`src/rtl/tracking_carrier_pd_arbiter.sv`:
```
// Shares one arctan phase detector among NUM_CH carrier tracking channels.
// One-entry pending buffer per channel, round-robin grant, one detector transaction in flight.
module tracking_carrier_pd_arbiter #(
  parameter int NUM_CH                   = 4,
  parameter int CORR_OUTPUT_DATA_WIDTH   = 19,
  parameter int CORDIC_OUTPUT_DATA_WIDTH = 13,
  parameter int TIMEOUT_CYCLES           = 64,
  localparam int GW = (NUM_CH > 1) ? $clog2(NUM_CH) : 1
) (
  input  logic                                       iw_Clk_p_g,
  input  logic                                       iw_Rst_h_g,
  input  logic [NUM_CH-1:0]                          iw_Req_Valid_h,
  input  logic [NUM_CH*CORR_OUTPUT_DATA_WIDTH-1:0]   iw_Req_I_P,
  input  logic [NUM_CH*CORR_OUTPUT_DATA_WIDTH-1:0]   iw_Req_Q_P,
  output logic                                       ow_PD_Valid_h,
  output logic [CORR_OUTPUT_DATA_WIDTH-1:0]          ow_PD_I_P,
  output logic [CORR_OUTPUT_DATA_WIDTH-1:0]          ow_PD_Q_P,
  input  logic                                       iw_PD_Rdy_h,
  input  logic [CORDIC_OUTPUT_DATA_WIDTH-1:0]        iw_PD_Phase_Error,
  output logic [NUM_CH-1:0]                          ow_Carr_Error_Rdy_h,
  output logic [NUM_CH*CORDIC_OUTPUT_DATA_WIDTH-1:0] ow_Carr_Phase_Error,
  input  logic                                       iw_Status_Clr_h,
  output logic [NUM_CH-1:0]                          ow_Overrun_h,
  output logic                                       ow_Timeout_h,
  output logic                                       ow_Busy_h,
  output logic [GW-1:0]                              ow_Grant_Ch
);

  localparam int CW = CORR_OUTPUT_DATA_WIDTH;
  localparam int PW = CORDIC_OUTPUT_DATA_WIDTH;
  localparam int TW = (TIMEOUT_CYCLES > 1) ? $clog2(TIMEOUT_CYCLES) : 1;

  typedef enum logic [1:0] {IDLE, ISSUE, WAIT} state_t;

  state_t          state_reg, state_next;
  logic [GW-1:0]   grant_ch_reg, last_grant_reg;
  logic [TW-1:0]   wait_cnt_reg;
  logic            timeout_reg;
  logic [CW-1:0]   pd_i_reg, pd_q_reg;

  logic [NUM_CH-1:0] pending_w, overrun_w, carr_rdy_w;
  logic [CW-1:0]     buf_i_w [NUM_CH];
  logic [CW-1:0]     buf_q_w [NUM_CH];

  logic            wait_done;
  logic            issue, busy, grant_load, result_load, timeout_hit;
  logic [GW-1:0]   rr_sel, rr_idx;
  logic            rr_found;

  assign wait_done = (wait_cnt_reg == TW'(TIMEOUT_CYCLES - 1));

  always_ff @(posedge iw_Clk_p_g or posedge iw_Rst_h_g) begin
    if (iw_Rst_h_g) state_reg <= IDLE;
    else            state_reg <= state_next;
  end

  always_comb begin
    state_next = state_reg;
    case (state_reg)
      IDLE:    if (|pending_w) state_next = ISSUE;
      ISSUE:   state_next = WAIT;
      WAIT:    if (iw_PD_Rdy_h || wait_done) state_next = IDLE;
      default: state_next = IDLE;
    endcase
  end

  always_comb begin
    issue       = (state_reg == ISSUE);
    busy        = (state_reg == ISSUE) || (state_reg == WAIT);
    grant_load  = (state_reg == IDLE) && (|pending_w);
    result_load = (state_reg == WAIT) && iw_PD_Rdy_h;
    timeout_hit = (state_reg == WAIT) && !iw_PD_Rdy_h && wait_done;
  end

  // Round-robin search begins one past the last granted channel.
  always_comb begin
    rr_sel   = last_grant_reg;
    rr_found = 1'b0;
    rr_idx   = '0;
    for (int i = 1; i <= NUM_CH; i++) begin
      rr_idx = GW'((int'(last_grant_reg) + i) % NUM_CH);
      if (!rr_found && pending_w[rr_idx]) begin
        rr_sel   = rr_idx;
        rr_found = 1'b1;
      end
    end
  end

  always_ff @(posedge iw_Clk_p_g or posedge iw_Rst_h_g) begin
    if (iw_Rst_h_g) begin
      grant_ch_reg   <= '0;
      last_grant_reg <= GW'(NUM_CH - 1);
      wait_cnt_reg   <= '0;
      timeout_reg    <= 1'b0;
      pd_i_reg       <= '0;
      pd_q_reg       <= '0;
    end else begin
      if (grant_load) begin
        grant_ch_reg   <= rr_sel;
        last_grant_reg <= rr_sel;
      end
      wait_cnt_reg <= (state_reg == WAIT) ? wait_cnt_reg + 1'b1 : '0;
      timeout_reg  <= timeout_hit;
      if (issue) begin
        pd_i_reg <= buf_i_w[grant_ch_reg];
        pd_q_reg <= buf_q_w[grant_ch_reg];
      end
    end
  end

  genvar gi;
  generate
    for (gi = 0; gi < NUM_CH; gi++) begin : g_ch
      logic          req_k, issuing_k, result_k;
      logic          pending_reg, overrun_reg, carr_rdy_reg;
      logic [CW-1:0] buf_i_reg, buf_q_reg;
      logic [PW-1:0] phase_reg;

      assign req_k     = iw_Req_Valid_h[gi];
      assign issuing_k = issue && (grant_ch_reg == GW'(gi));
      assign result_k  = result_load && (grant_ch_reg == GW'(gi));

      // A request in this channel's own issue cycle re-arms pending without an overrun.
      always_ff @(posedge iw_Clk_p_g or posedge iw_Rst_h_g) begin
        if (iw_Rst_h_g) begin
          pending_reg  <= 1'b0;
          overrun_reg  <= 1'b0;
          carr_rdy_reg <= 1'b0;
          buf_i_reg    <= '0;
          buf_q_reg    <= '0;
          phase_reg    <= '0;
        end else begin
          if (req_k) begin
            buf_i_reg   <= iw_Req_I_P[gi*CW +: CW];
            buf_q_reg   <= iw_Req_Q_P[gi*CW +: CW];
            pending_reg <= 1'b1;
          end else if (issuing_k) begin
            pending_reg <= 1'b0;
          end
          overrun_reg  <= (overrun_reg && !iw_Status_Clr_h) ||
                          (req_k && pending_reg && !issuing_k);
          carr_rdy_reg <= result_k;
          if (result_k) phase_reg <= iw_PD_Phase_Error;
        end
      end

      assign pending_w[gi]  = pending_reg;
      assign overrun_w[gi]  = overrun_reg;
      assign carr_rdy_w[gi] = carr_rdy_reg;
      assign buf_i_w[gi]    = buf_i_reg;
      assign buf_q_w[gi]    = buf_q_reg;
      assign ow_Carr_Phase_Error[gi*PW +: PW] = phase_reg;
    end
  endgenerate

  // The live buffer is presented during ISSUE and frozen afterwards.
  assign ow_PD_Valid_h       = issue;
  assign ow_PD_I_P           = issue ? buf_i_w[grant_ch_reg] : pd_i_reg;
  assign ow_PD_Q_P           = issue ? buf_q_w[grant_ch_reg] : pd_q_reg;
  assign ow_Carr_Error_Rdy_h = carr_rdy_w;
  assign ow_Overrun_h        = overrun_w;
  assign ow_Timeout_h        = timeout_reg;
  assign ow_Busy_h           = busy;
  assign ow_Grant_Ch         = grant_ch_reg;

endmodule

```
`config.mk`:
```
export PLATFORM = sky130hd
export DESIGN_NAME = tracking_carrier_pd_arbiter
export DESIGN_NICKNAME = d
export VERILOG_FILES = /design/src/rtl/tracking_carrier_pd_arbiter.sv
export SDC_FILE = /design/constraint.sdc
export NUM_CORES = 1
export LEC_CHECK = 0
export BUFFER_PORTS_ARGS = -buffer_cell sky130_fd_sc_hd__clkbuf_2
export CAP_MARGIN = 20
export CORE_MARGIN = 5
export CORE_UTILIZATION = 40
export CTS_BUF_LIST = sky130_fd_sc_hd__clkbuf_8 sky130_fd_sc_hd__clkbuf_16
export CTS_CLUSTER_SIZE = 28
export DETAILED_ROUTE_END_ITERATION = 12
export SETUP_SLACK_MARGIN = 0.05
export SLEW_MARGIN = 15
export SYNTH_ARGS = -nofsm -noshare
export SYNTH_HDL_FRONTEND = slang
export SYNTH_SLANG_ARGS = --single-unit
export TNS_END_PERCENT = 1
```
`constraint.sdc`:
```
create_clock -name iw_Clk_p_g -period 11.3 [get_ports iw_Clk_p_g]
set_clock_uncertainty 0.15 [all_clocks]
set_input_delay 0.565 -clock iw_Clk_p_g [delete_from_list [all_inputs] [get_ports iw_Clk_p_g]]
set_output_delay 0.565 -clock iw_Clk_p_g [all_outputs]
set_load 0.01 [all_outputs]
```
-- Word-level counts from Yosys, hierarchy flattened
Index checks and enable logic that the tools add are counted.
- flip-flop bits (word level): 267
- $add $sub $neg: 5
- magnitude comparators: 5
- eq/ne operators: 8
- muxes and demuxes: 35
- bitwise logic cells: 1
- reduce and logical (&&, ||, !) cells: 50
- operators by type and width (operator ; count):
    $mux W19 ; 6
    $bmux W19 S2 ; 2
    $logic_and A1 B1 Y1 ; 27
    $mux W1 ; 15
    $lt A2 B3 Y1 const B ; 4
    $mux W2 ; 6
    $logic_not A1 Y1 ; 9
    $bmux W1 S2 ; 4
    $reduce_bool A2 Y1 ; 4
    $add A6 B1 Y6 const B ; 1
    $eq A2 B2 Y1 const B ; 3
    $eq A6 B6 Y1 const B ; 1
    $logic_or A1 B1 Y1 ; 6
    $mux W6 ; 1
    $pmux W2 S3 ; 1
    $add A2 B1 Y2 const B ; 2
    $add A2 B2 Y2 const B ; 2
    $eq A2 B1 Y1 const B ; 2
    $logic_not A2 Y1 ; 2
    $reduce_or A4 Y1 ; 1
    $ge A3 B3 Y1 const B ; 1
    $not A2 Y3 ; 1
    $ne A2 B1 Y1 const B ; 1
    $ne A2 B2 Y1 const B ; 1
    $reduce_and A2 Y1 ; 1

-- Logic depth before layout (Yosys ltp)
- depth in word-level cells: 13
- mapped depth: 8
- mapped depth without buffers: 6

-- Worst setup path before layout
OpenSTA, ideal clock, no wires.
- path kind: reg2out
- from: register state_reg[1]
- to: output port ow_PD_I_P[0]
- arrival: 1584 ps
- required time: 10585 ps
- path slack: 9001 ps
- stages on the path, launching flop included: 6
- path through: dfrtp_1 -> inv_1 -> ha_1 -> clkbuf_1 -> buf_2 -> mux2_4
- cells in the longest elaborated chain, start to end: 2
- RTL lines (element ; RTL line ; source):
    start, declared ; 35 ; state_t state_reg, state_next;
    start signal, assigned ; 54 ; else state_reg <= state_next;
    $eq A2 B1 Y1 ; 68 ; issue = (state_reg == ISSUE);
    via ow_PD_Valid_h ; 15 ; output logic ow_PD_Valid_h,
    $mux W19 ; 158 ; assign ow_PD_I_P = issue ? buf_i_w[grant_ch_reg] : pd_i_reg;
    end, declared ; 16 ; output logic [CORR_OUTPUT_DATA_WIDTH-1:0] ow_PD_I_P,
The timed path passes the listed nets, and every way through them passes these cells.

-- Worst setup path after layout
- from: register grant_ch_reg[0], in the netlist ow_Grant_Ch[0]
- to: output port ow_PD_Q_P[18]
- cells in the longest elaborated chain, start to end: 5
- RTL lines (element ; RTL line ; source):
    start, declared ; 36 ; logic [GW-1:0] grant_ch_reg, last_grant_reg;
    start signal, assigned ; 99 ; grant_ch_reg <= rr_sel;
    $not A2 Y3 (not written as such) ; 159 ; assign ow_PD_Q_P = issue ? buf_q_w[grant_ch_reg] : pd_q_reg;
    $bmux W19 S2 ; 159 ;
    $mux W19 (not written as such) (2 in series) ; 159 ;
    $mux W19 ; 159 ;
    end, declared ; 17 ; output logic [CORR_OUTPUT_DATA_WIDTH-1:0] ow_PD_Q_P,
Every way passes these cells. The select of a mux whose other input is x is not followed.

==> flow_summary.toml <==
[power]
ir_worst_vdd_uv = 109
leakage_nw = 6.62
p_total_mw = 3.41
p_per_area_mw_per_mm2 = 245

[clock_tree]
clock_latency_ns = 0.54
post-cts-setup-buffer-count = 0
htree_levels = 1
cts_resized = 0
cts_buffers = 29
clock-root-buffer = "clkbuf_16"
cts.path.max_buffers = 3
cts_hold_buf = 0
clock_sinks = 267
cts_tree = "built"
cts.clk_slew.worst_paths_ns = 0.06

[route]
avgRoutedWirePerCell_um = 20.1
drt-vias-per-instance = 4.92
vias = 6839
top_layer_used = "met5"
route.met2.wl_um = 13900
drc_errors = 0
antenna_left = 0
wl_met3_um = 1460
first_pass_iters = 4
wl_met1_um = 11900
finalWirelength_um = 27900
drt-initial-drc-count = 240

[layout]
fin_area_mm2 = 0.0139
drive_gt1_share_pct = 59.4
multiInputGateArea_mm2 = 0.00433
area_growth_pct = 22.0
fill_cells = 2483
nNetsFinal = 1165
regArea_mm2 = 0.00669

[logic_synthesis]
ys_seq_elements = 267
syn-cell-area_mm2 = 0.0114
ys_types = 43
synthFlopType = "dfrtp_1"
avgSynthCellArea_um2 = 15.7
synth_cells = 726
ys_seq_area_share_pct = 58.6
async_flop_share_pct = 100
synth_edf_count = 0
yosysWarnings = 0
syn_nets = 904

[critical_path]
ff2ff_path_depth = 4
r2r_start = "ow_Grant_Ch[0]"
reg2reg_to = "g_ch[3].phase_reg[9]"
crit_required_ns = 10.59
crit_path_end_kind = "output port"
worstSetupPathType = "reg2out"
cp-start-kind = "flop"
cp_max_fo = 45
regToRegSetupSlack_ns = 8.51
crit_start = "ow_Grant_Ch[0]"
cp.arrival_ns = 2.67

[placement]
io_buffers = 275
placed_cell_area_mm2 = 0.0130
dpl_worst_slack_ns = 8.41
place_congestion = 0.761
dp_hpwl_um = 18400

[floorplan]
die-area_mm2 = 0.0320
rows = 61
core_area_mm2 = 0.0279
io_pins = 276
initial_core_util_pct = 40.8
die-width_um = 179
die_h_um = 179

[worst_hold_path]
hold_path.class = "in2async"

[timing]
slew_viol_final = 0
max-slew-margin-rel_pct = 34.4
fin_ws_ns = 7.91
post-route-min-period_ns = 3.39
setup_violations = 0
period_share_pct = 30.0
rsz0062_at_grt = "false"
fmax_ghz = 0.295
tightest_slew_ns = 0.984
fin_setup_tns_ns = 0
hold_violations = 0
whs_ns = 0.0553

[global_routing]
grt_pass1_vias = 7250
grt_overflow_total = 0
grt_first_pass_wirelength_um = 42500
antenna_found_initial = 1
grt_util_all_layers_pct = 17.2
grt_max_degree = 122

[run]
maxCapViolations = 0

[outcome]
status = "complete, no violations"
## placed cells by master, fill, tap and decap left out, drive strengths merged
master / synthesis / layout
a21boi: 1 / 1
and2: 5 / 5
nand4: 1 / 1
dfstp: 2 / 2
xor2: 2 / 2
o22ai: 4 / 4
o21ai: 4 / 4
and3: 2 / 2
inv: 18 / 28
nor2: 3 / 3
nand3: 5 / 5
buf: 40 / 7
nand2b: 3 / 3
a32o: 1 / 1
bufinv: 0 / 2
nor3b: 4 / 4
ha: 5 / 5
a32oi: 1 / 1
and2b: 1 / 1
mux2: 231 / 231
a31oi: 3 / 3
a222oi: 1 / 1
clkinvlp: 0 / 2
clkbuf: 12 / 306
dfrtp: 265 / 265
clkinv: 0 / 9
diode: 0 / 1
xnor2: 2 / 2
o32a: 1 / 1
o31ai: 2 / 2
o311ai: 1 / 1
nor4: 2 / 2
mux4: 38 / 38
and3b: 1 / 1
nand2: 54 / 54
a21oi: 3 / 3
nor2b: 8 / 8
## area by class of cell
class,instances,area share [%]
clock inverter,23,1.20
antenna,1,0.0180
multi-input combinational,389,31.1
timing repair buffer,282,10.3
sequential,267,48.1
clock buffer,31,5.41
inverter,18,0.540
tap,378,3.40
## cell usage after synthesis, drive strengths merged, types with 2 or more instances
cell	instances	area (um^2)
dfstp	2	52.6
nor2b	8	50.1
nor3b	4	30.0
o22ai	4	25.0
nand2	54	203
xor2	2	17.5
buf	40	293
and2	5	31.3
ha	5	62.6
inv	18	67.6
nor4	2	18.8
nand3	5	35.0
o31ai	2	15.0
a21oi	3	15.0
dfrtp	265	6630
a31oi	3	18.8
mux2	231	2770
nand2b	3	18.8
o21ai	4	20.0
and3	2	12.5
xnor2	2	17.5
clkbuf	12	45.0
nor2	3	11.3
mux4	38	860
## through the flow
step,instances,util [%]
6_report,1389,49.8
5_1_grt,1388,49.8
4_1_cts,1388,49.8
3_5_place_dp,1334,46.5
3_3_place_gp,1334,46.5
2_1_floorplan,726,-
## worst max-delay path, stage by stage (launching register included)
cell,delay [ns]
dfrtp_4,1.06
mux4_1,0.64
mux2_2,0.28
clkbuf_2,0.14
## worst max-delay path by stage
| stage | end | slack, ns | cells past startpoint |
|---|---|---|---|
| floorplan | g_ch[0].buf_i_reg[0] | 3.23 | 1 |
| global placement | ow_PD_Q_P[18] | 8.41 | 3 |
| detailed placement | ow_PD_Q_P[18] | 8.41 | 3 |
| CTS | ow_PD_Q_P[18] | 7.83 | 3 |
| global route | ow_PD_Q_P[18] | 7.73 | 3 |
| finish | ow_PD_Q_P[18] | 7.91 | 3 |
## cells by family (layout without fill, tap and decap cells)
group | Yosys count | after routing | synth area share (%)
other cells | 0 | 1 | 0
buf+inv | 70 | 354 | 3.56
xor+xnor | 4 | 4 | 0.307
mux | 269 | 269 | 31.9
fa+ha+maj | 5 | 5 | 0.549
flops | 267 | 267 | 58.6
simple gates | 89 | 89 | 3.80
compound gates | 22 | 22 | 1.31
## where the power goes
group / internal (mW) / leakage, nW / switching [mW]
Sequential: 1.20 / 3.18 / 0.183
Clock: 0.525 / 0.488 / 0.381
Combinational: 0.613 / 2.95 / 0.512
## metal layers
metal | vias up | GRT usage (%)
li1 | 3114 | -
met1 | 3496 | 22.9
met2 | 187 | 28.9
met3 | 40 | 3.35
met4 | 2 | 4.57
met5 | - | 0
Power figures use the tool's default switching activity.
